--- src/rtl/spi_image_rx.sv ---
// spi_image_rx: SPI-slave (mode 0) receiver for one binarised 30x30 image frame.
// Bytes arrive MSB first on mosi and are written to the image buffer one byte per
// write_enable pulse. Each frame opens with a one-cycle clear_buffer pulse and
// closes with a frame_done pulse carrying the frame_ok / frame_err verdict.
// The previous frame's status byte is shifted back out on miso during the next frame.
// SYNC_STAGES must be at least 2.
module spi_image_rx #(
  parameter int FRAME_BYTES = 113,
  parameter int SYNC_STAGES = 2
) (
  input  logic       clk,
  input  logic       rst_n,
  input  logic       sclk,
  input  logic       mosi,
  input  logic       cs_n,
  output logic       miso,
  output logic       clear_buffer,
  output logic [7:0] data_out,
  output logic       write_enable,
  output logic [6:0] byte_count,
  output logic       busy,
  output logic       frame_done,
  output logic       frame_ok,
  output logic       frame_err
);

  localparam int                 FLUSH_W       = $clog2(SYNC_STAGES + 1);
  localparam logic [FLUSH_W-1:0] FLUSH_DONE    = FLUSH_W'(SYNC_STAGES);
  localparam logic [6:0]         FRAME_BYTES_C = 7'(FRAME_BYTES);

  typedef enum logic [1:0] {
    ST_IDLE = 2'd0,
    ST_RECV = 2'd1,
    ST_DONE = 2'd2
  } state_t;

  // Status byte returned to the host: {ok, err, overflow, 5'b0}.
  function automatic logic [7:0] status_byte(input logic ok, input logic err, input logic ovf);
    return {ok, err, ovf, 5'b00000};
  endfunction

  // Synchroniser chains and edge-detect history
  logic [SYNC_STAGES-1:0] sclk_sync_r;
  logic [SYNC_STAGES-1:0] mosi_sync_r;
  logic [SYNC_STAGES-1:0] cs_sync_r;
  logic                   sclk_d_r;
  logic                   cs_d_r;
  logic                   sclk_s;
  logic                   mosi_s;
  logic                   cs_s;
  logic                   sclk_rise_s;
  logic                   sclk_fall_s;
  logic                   cs_rise_s;

  // Arming: the cs_n chain resets high, so it must be flushed with real pin
  // samples before a high cs_n is trusted; otherwise a reset released in the
  // middle of a transfer would arm immediately and start a misaligned frame.
  logic [FLUSH_W-1:0] flush_cnt_r;
  logic               armed_r;

  // FSM and datapath state
  state_t     state_r;
  state_t     state_next_s;
  logic [2:0] bit_cnt_r,     bit_cnt_next_s;
  logic [7:0] shift_r,       shift_next_s;
  logic [7:0] miso_sr_r,     miso_sr_next_s;
  logic       overflow_r,    overflow_next_s;
  logic [7:0] data_out_r,    data_out_next_s;
  logic [6:0] byte_count_r,  byte_count_next_s;
  logic       busy_r,        busy_next_s;
  logic       frame_ok_r,    frame_ok_next_s;
  logic       frame_err_r,   frame_err_next_s;
  logic       clear_r,       clear_next_s;
  logic       we_r,          we_next_s;
  logic       done_r,        done_next_s;
  logic       frame_good_s;
  logic [7:0] shifted_byte_s;

  // Bring sclk, mosi and cs_n into the clk domain
  always_ff @(posedge clk or negedge rst_n) begin
    if (!rst_n) begin
      sclk_sync_r <= '0;
      mosi_sync_r <= '0;
      cs_sync_r   <= '1;
      sclk_d_r    <= 1'b0;
      cs_d_r      <= 1'b1;
    end else begin
      sclk_sync_r <= {sclk_sync_r[SYNC_STAGES-2:0], sclk};
      mosi_sync_r <= {mosi_sync_r[SYNC_STAGES-2:0], mosi};
      cs_sync_r   <= {cs_sync_r[SYNC_STAGES-2:0], cs_n};
      sclk_d_r    <= sclk_sync_r[SYNC_STAGES-1];
      cs_d_r      <= cs_sync_r[SYNC_STAGES-1];
    end
  end

  assign sclk_s      = sclk_sync_r[SYNC_STAGES-1];
  assign mosi_s      = mosi_sync_r[SYNC_STAGES-1];
  assign cs_s        = cs_sync_r[SYNC_STAGES-1];
  assign sclk_rise_s = sclk_s & ~sclk_d_r;
  assign sclk_fall_s = ~sclk_s & sclk_d_r;
  assign cs_rise_s   = cs_s & ~cs_d_r;

  // Arm once a genuinely synchronised cs_n high has been seen after reset
  always_ff @(posedge clk or negedge rst_n) begin
    if (!rst_n) begin
      flush_cnt_r <= '0;
      armed_r     <= 1'b0;
    end else begin
      if (flush_cnt_r != FLUSH_DONE) begin
        flush_cnt_r <= flush_cnt_r + FLUSH_W'(1);
      end
      if ((flush_cnt_r == FLUSH_DONE) && cs_s) begin
        armed_r <= 1'b1;
      end
    end
  end

  assign frame_good_s   = (byte_count_r == FRAME_BYTES_C) && !overflow_r && (bit_cnt_r == 3'd0);
  assign shifted_byte_s = {shift_r[6:0], mosi_s};

  // FSM state register
  always_ff @(posedge clk or negedge rst_n) begin
    if (!rst_n) begin
      state_r <= ST_IDLE;
    end else begin
      state_r <= state_next_s;
    end
  end

  // Next-state and next-value logic for the receive FSM
  always_comb begin
    state_next_s      = state_r;
    bit_cnt_next_s    = bit_cnt_r;
    shift_next_s      = shift_r;
    miso_sr_next_s    = miso_sr_r;
    overflow_next_s   = overflow_r;
    data_out_next_s   = data_out_r;
    byte_count_next_s = byte_count_r;
    busy_next_s       = busy_r;
    frame_ok_next_s   = frame_ok_r;
    frame_err_next_s  = frame_err_r;
    clear_next_s      = 1'b0;
    we_next_s         = 1'b0;
    done_next_s       = 1'b0;

    case (state_r)
      ST_IDLE: begin
        if (!cs_s && armed_r) begin
          clear_next_s      = 1'b1;
          bit_cnt_next_s    = 3'd0;
          byte_count_next_s = 7'd0;
          overflow_next_s   = 1'b0;
          frame_ok_next_s   = 1'b0;
          frame_err_next_s  = 1'b0;
          miso_sr_next_s    = status_byte(frame_ok_r, frame_err_r, overflow_r);
          busy_next_s       = 1'b1;
          state_next_s      = ST_RECV;
        end else begin
          state_next_s = ST_IDLE;
        end
      end

      ST_RECV: begin
        if (cs_rise_s) begin
          // End of frame wins over a coincident sclk edge; partial byte dropped.
          state_next_s = ST_DONE;
        end else if (sclk_rise_s) begin
          shift_next_s   = shifted_byte_s;
          bit_cnt_next_s = bit_cnt_r + 3'd1;
          if (bit_cnt_r == 3'd7) begin
            data_out_next_s = shifted_byte_s;
            if (byte_count_r < FRAME_BYTES_C) begin
              we_next_s         = 1'b1;
              byte_count_next_s = byte_count_r + 7'd1;
            end else begin
              overflow_next_s   = 1'b1;
              byte_count_next_s = FRAME_BYTES_C;
            end
          end else begin
            data_out_next_s = data_out_r;
          end
        end else if (sclk_fall_s) begin
          miso_sr_next_s = {miso_sr_r[6:0], 1'b0};
        end else begin
          state_next_s = ST_RECV;
        end
      end

      ST_DONE: begin
        done_next_s      = 1'b1;
        busy_next_s      = 1'b0;
        frame_ok_next_s  = frame_good_s;
        frame_err_next_s = !frame_good_s;
        state_next_s     = ST_IDLE;
      end

      default: begin
        state_next_s = ST_IDLE;
        busy_next_s  = 1'b0;
      end
    endcase
  end

  // Datapath and registered output state
  always_ff @(posedge clk or negedge rst_n) begin
    if (!rst_n) begin
      bit_cnt_r    <= 3'd0;
      shift_r      <= 8'h00;
      miso_sr_r    <= 8'h00;
      overflow_r   <= 1'b0;
      data_out_r   <= 8'h00;
      byte_count_r <= 7'd0;
      busy_r       <= 1'b0;
      frame_ok_r   <= 1'b0;
      frame_err_r  <= 1'b0;
      clear_r      <= 1'b0;
      we_r         <= 1'b0;
      done_r       <= 1'b0;
    end else begin
      bit_cnt_r    <= bit_cnt_next_s;
      shift_r      <= shift_next_s;
      miso_sr_r    <= miso_sr_next_s;
      overflow_r   <= overflow_next_s;
      data_out_r   <= data_out_next_s;
      byte_count_r <= byte_count_next_s;
      busy_r       <= busy_next_s;
      frame_ok_r   <= frame_ok_next_s;
      frame_err_r  <= frame_err_next_s;
      clear_r      <= clear_next_s;
      we_r         <= we_next_s;
      done_r       <= done_next_s;
    end
  end

  assign miso         = miso_sr_r[7];
  assign clear_buffer = clear_r;
  assign data_out     = data_out_r;
  assign write_enable = we_r;
  assign byte_count   = byte_count_r;
  assign busy         = busy_r;
  assign frame_done   = done_r;
  assign frame_ok     = frame_ok_r;
  assign frame_err    = frame_err_r;

endmodule

--- config.mk ---
export PLATFORM = sky130hd
export DESIGN_NAME = spi_image_rx
export DESIGN_NICKNAME = d
export VERILOG_FILES = /design/src/rtl/spi_image_rx.sv
export SDC_FILE = /design/constraint.sdc
export NUM_CORES = 1
export LEC_CHECK = 0
export CAP_MARGIN = 25
export CELL_PAD_IN_SITES_DETAIL_PLACEMENT = 0
export CELL_PAD_IN_SITES_GLOBAL_PLACEMENT = 2
export CORE_MARGIN = 3
export CORE_UTILIZATION = 36
export CTS_CLUSTER_DIAMETER = 50
export DETAILED_ROUTE_END_ITERATION = 8
export PLACE_DENSITY = 0.76
export SLEW_MARGIN = 15
export SYNTH_ARGS = -nofsm -noshare
export SYNTH_HDL_FRONTEND = slang
export SYNTH_SLANG_ARGS = --single-unit
export TNS_END_PERCENT = 50
--- constraint.sdc ---
create_clock -name clk -period 1.9 [get_ports clk]
set_input_delay 0.475 -clock clk [delete_from_list [all_inputs] [get_ports clk]]
set_output_delay 0.475 -clock clk [all_outputs]
set_load 0.005 [all_outputs]
Word-level counts from Yosys, hierarchy flattened
Index checks and enable logic that the tools add are counted.
{"block": "totals", "elab_cells": 105, "register_bits": 53, "in_bits": 5, "out_inout_bits": 22}
{"block": "op_classes", "bitwise": 8, "reduce_logical": 20, "add_sub_neg": 3, "eq_ne": 15, "magnitude_cmp": 1, "mux": 38}
{"op": "$mux 7", "count": 5}
{"op": "$mux 8", "count": 4}
{"op": "$ne 2x2->1 const B", "count": 8}
{"op": "$pmux 8 s2", "count": 1}
{"op": "$mux 1", "count": 15}
{"op": "$pmux 7 s2", "count": 1}
{"op": "$reduce_and 5->1", "count": 2}
{"op": "$mux 3", "count": 3}
{"op": "$pmux 1 s2", "count": 4}
{"op": "$reduce_and 4->1", "count": 2}
{"op": "$add 7x1->7 const B", "count": 1}
{"op": "$eq 7x7->1 const B", "count": 1}
{"op": "$lt 7x7->1 const B", "count": 1}
{"op": "$mux 2", "count": 3}
{"op": "$ne 3x3->1 const B", "count": 2}
{"op": "$pmux 3 s2", "count": 1}
{"op": "$reduce_and 2->1", "count": 3}
{"op": "$reduce_and 6->1", "count": 1}
{"op": "$not 1->1", "count": 5}
{"op": "$eq 2x2->1 const B", "count": 2}
{"op": "$logic_and 1x1->1", "count": 4}
{"op": "$pmux 2 s2", "count": 1}
{"op": "$reduce_bool 2->1", "count": 2}
{"op": "$add 3x1->3 const B", "count": 1}
{"op": "other kinds (8)", "count": 12}

Logic depth before layout (Yosys ltp)
{"block": "depth", "word_depth": 6, "ltp_mapped": 7, "mapped_depth_nobuf": 6}

Worst setup path after synthesis
No wires, ideal clock.
{"block": "synth_path", "kind": "reg2reg", "from": "reg bit_cnt_r[0]", "to": "reg data_out_r[0] (netlist: data_out[0])", "path_buffers": 1, "arrival_ns": 1.551, "stages_incl_launch_ff": 7, "path_slack_ns": 0.224, "synth_period_minus_slack_ns": 1.676, "path_cell_list": "dfrtp_1 -> ha_1 -> ha_1 -> and3b_1 -> and3_1 -> buf_2 -> mux2_2"}
{"block": "synth_between", "elab_chain_len": 2}
{"item": "from (decl)", "line_no": "64", "source": "logic [2:0] bit_cnt_r, bit_cnt_next_s;"}
{"item": "from (signal assigned)", "line_no": "220", "source": "bit_cnt_r <= bit_cnt_next_s;"}
{"item": "$eq 3x3->1", "line_no": "170", "source": "if (bit_cnt_r == 3'd7) begin"}
{"item": "$reduce_and 4->1 (no line)"}
{"item": "to (signal assigned)", "line_no": "224", "source": "data_out_r <= data_out_next_s;"}
{"item": "to (decl)", "line_no": "68", "source": "logic [7:0] data_out_r, data_out_next_s;"}
Every way passes these cells.
A chain may end at the register's enable or synchronous reset.

Final worst setup path
{"block": "layout_path", "from": "reg byte_count_r[3] (netlist: byte_count[3])", "to": "out byte_count[3]"}
{"item": "from (decl)", "line_no": "69", "source": "logic [6:0] byte_count_r, byte_count_next_s;"}
{"item": "from (signal assigned)", "line_no": "225", "source": "byte_count_r <= byte_count_next_s;"}
{"item": "to (decl)", "line_no": "20", "source": "output logic [6:0] byte_count,"}
No word-level cell between the ends.

==> metrics.md <==
| Metric | Value |
|---|---|
| Netlist Area Pre-Place | `0.00201 mm2` |
| Clk buf depth | `2` |
| Arr. time, crit path | `1350 ps` |
| Worst-Margin Slew | `433 ps` |
| Pins Over Slew Limit | `0` |
| Critical Path Stages | `1` |
| Clk_skew | `6.08 ps` |
| Layout Nets | `219` |
| Post-cts resize count | `0` |
| Comb pwr share | `0.259` |
| Crit path to | `byte_count[3]` |
| Max Cap Violations | `0` |
| Commonest cells post-synth | `dfrtp_1 (45), nand2_1 (32), mux2_2 (8), nand3_1 (8)` |
| Area delta synth->final | `23.7%` |
| Antenna Cells | `0` |
| Detailed-router iteration count before antenna repair | `4` |
| Max transition margin | `0.711` |
| Worst reg2reg setup slack | `130 ps` |
| Distinct cells, synth | `42` |
| Sinks on the clock net | `48` |
| Final setup fails | `0` |
| Initial DRC count | `58` |
| Yosys top cell by area | `dfrtp_1` |
| Status | `complete, no violations` |
| Post-route cell area | `0.00249 mm2` |
| Post-synth EDFFs | `0` |
| Sw Ratio | `0.307` |
| Final HPWL DP | `2.75 mm` |
| CP required | `1420 ps` |
| Int Pwr | `1.77 mW` |
| Largest net degree at the start of global routing | `49` |
| Critical path buffer and inverter count | `1` |
| Worst-path cell with the longest stage delay | `clkdlybuf4s50_1` |
| Leak | `1.18 nW` |
| Hold Path Class | `in2async` |
| Filler Cell Count | `484` |
| Setup crit start kind | `flop` |
| Synthesized instance count | `171` |
| R2R Path End | `byte_count[3]$_DFFE_PN0P_` |
| Die X-Extent | `80.7 um` |
| Global-route wire length before repair | `6.73 mm` |
| Delay-heaviest family, CP | `buffers and inverters` |
| Clk pin slew, worst setup/hold paths | `80 ps` |
| Synthesized net count | `182` |
| Sw power | `0.784 mW` |
| Ranking of synthesized cells by area | `dfrtp_1 (56%), nand2_1 (6.0%), mux2_2 (4.5%), dfstp_2 (3.9%), ha_1 (3.7%)` |
| Area share of the largest cell type after synthesis | `0.560` |
| Grt total ovfl | `0` |
| Hold Buf Count CTS | `0` |
| TNS Setup | `0 ps` |
| Clk_lat worst skew | `300 ps` |
| # Post-CTS Setup Buffers | `0` |
| Mean Syn Cell Area | `11.8 um2` |
| Initial core utilization | `0.384` |
| Placer Congestion | `0.780` |
| Mean number of vias per cell | `4.92` |
| Sequential share of power | `0.513` |
| Share of layout cells above drive strength 1 | `0.167` |
| Hold Fails Final Rpt | `0` |
| Die H | `80.7 um` |
| Worst r2r path cells | `6` |
| Slowest stage delay, CP | `560 ps` |
| Min Tclk post-route | `1820 ps` |
| Fmax | `0.549 GHz` |
| CTS tree | `done` |
| Most common cell in the netlist | `dfrtp_1` |
| TritonCTS buffer count | `5` |
| Die area | `0.00652 mm2` |
| Residual DRC count | `0` |
| Warnings from Yosys | `0` |
| Initial antenna violation count | `0` |
| Vias in the first global route | `1407` |
| CP Max Fanout | `9` |
| Via count | `1372` |
| Reg-to-Reg Start | `bit_cnt_r[0]$_DFFE_PN0P_` |
| Power per cell area | `1030 mW/mm2` |
| Ys flop type | `dfrtp_1` |
| VDD IR max | `0.390 mV` |
| Drt wl/cell | `14.2 um` |
| Clock Tree Root | `clkbuf_8` |
| Port buffer count | `26` |
| Period utilisation layout | `0.958` |
| Setup Crit Path Kind | `reg2out` |
| CTS H-tree lvls | `2` |
| Crit-path cells | `clkdlybuf4s50_1` |
| Final ANT Viol Nets | `0` |
| Dpl cell area | `0.00240 mm2` |
| Clk pwr share | `0.229` |
| Post-synthesis sequential area ratio | `0.599` |
| Total routed wirelength | `3.95 mm` |
| CP startpoint | `byte_count[3]$_DFFE_PN0P_` |
| Rows | `26` |
| RSZ-0062 raised after global routing | `false` |
| Post-synth ARST share | `1.00` |
| IO Count | `27` |
| Yosys reg bits | `48` |
| Core area | `0.00524 mm2` |
| Total track usage | `0.135` |
| Crit end category | `output port` |
==> per-stage QoR <==
| step | power (mW) | setup WS [ps] | instances | hold WS [ps] | utilization |
|---|---|---|---|---|---|
| after global placement | 1.98 | 86.8 | 271 | 336 | 0.458 |
| after CTS | 2.59 | 0.738 | 279 | 156 | 0.475 |
| after detailed placement | 2.00 | 15.2 | 271 | 335 | 0.458 |
| after global routing | 2.72 | 17.1 | 279 | 159 | 0.475 |
| after floorplan | 1.71 | 224 | 171 | 179 | - |
| final | 2.55 | 79.6 | 279 | 149 | 0.475 |
==> worst min path at each step <==
stage | slack (ps) | to | depth (start not counted)
floorplan | 180 | armed_r$_DFFE_PN0P_ | 0
global placement | 340 | sclk_sync_r[1]$_DFF_PN0_ | 0
detailed placement | 330 | sclk_sync_r[1]$_DFF_PN0_ | 0
CTS | 160 | shift_r[5]$_DFFE_PN0P_ | 2
global route | 160 | bit_cnt_r[2]$_DFFE_PN0P_ | 2
finish | 150 | miso_sr_r[6]$_DFFE_PN0P_ | 2
==> layout make-up <==
| class | count | area [um2] | area share |
|---|---|---|---|
| clock inverter | 2 | 12.5 | 0.00503 |
| clock buffer | 6 | 72.6 | 0.0292 |
| inverter | 8 | 42.5 | 0.0171 |
| sequential | 48 | 1200 | 0.484 |
| timing repair buffer | 34 | 328 | 0.132 |
| multi-input combinational | 111 | 739 | 0.297 |
| tap | 70 | 87.6 | 0.0352 |
==> cells by family after synthesis <==
family / Yosys count / share of synthesized area
muxes: 11 / 0.0622
adders and majority gates: 6 / 0.0373
xor gates and xnor gates: 1 / 0.00436
buffers and inverters: 12 / 0.0336
AOI/OAI and AO/OA: 27 / 0.101
and+or+nand+nor: 66 / 0.162
DFF: 48 / 0.599
==> placed cells by master, fill, tap and decap left out, types with 3 or more instances in the layout <==
master	Yosys	routed
nor2_1	6	6
clkdlybuf4s50_1	0	25
dfstp_2	3	3
nand2b_1	3	3
nand2_1	32	32
o21ai_0	7	7
nand3_1	8	8
ha_1	6	6
dfrtp_1	45	45
a21o_1	3	3
buf_4	0	7
a22o_1	3	3
clkbuf_8	0	5
mux2_2	8	8
nor2b_1	3	3
inv_1	7	7
==> flip-flops by register name (all words and copies together), names as in the netlist, 2 cells and up <==
register and count:
flush_cnt_r 2, cs_sync_r 2, sclk_sync_r 2, state_r 2
miso_sr_r 3, data_out 8, byte_count 7, mosi_sync_r 2
bit_cnt_r 3, shift_r 7
==> power by group through the flow <==
| stage | combinational [mW] | clock, mW | sequential, mW |
|---|---|---|---|
| detailed placement | 0.673 | 0 | 1.33 |
| finish | 0.661 | 0.583 | 1.31 |
| global placement | 0.659 | 0 | 1.32 |
| CTS | 0.675 | 0.608 | 1.31 |
| floorplan | 0.406 | 0 | 1.30 |
| global route | 0.739 | 0.650 | 1.33 |
==> layer usage <==
layer  up-vias  share of wire  wire length, um  global-route usage
li1        660              -                -                   -
met1       680           0.48             1910               0.175
met2        28           0.47             1850               0.214
met3         4          0.038              149              0.0255
met4         0         0.0096               38              0.0726
met5         -              0                0                   0
No activity file was read; power rests on OpenSTA's default activity.
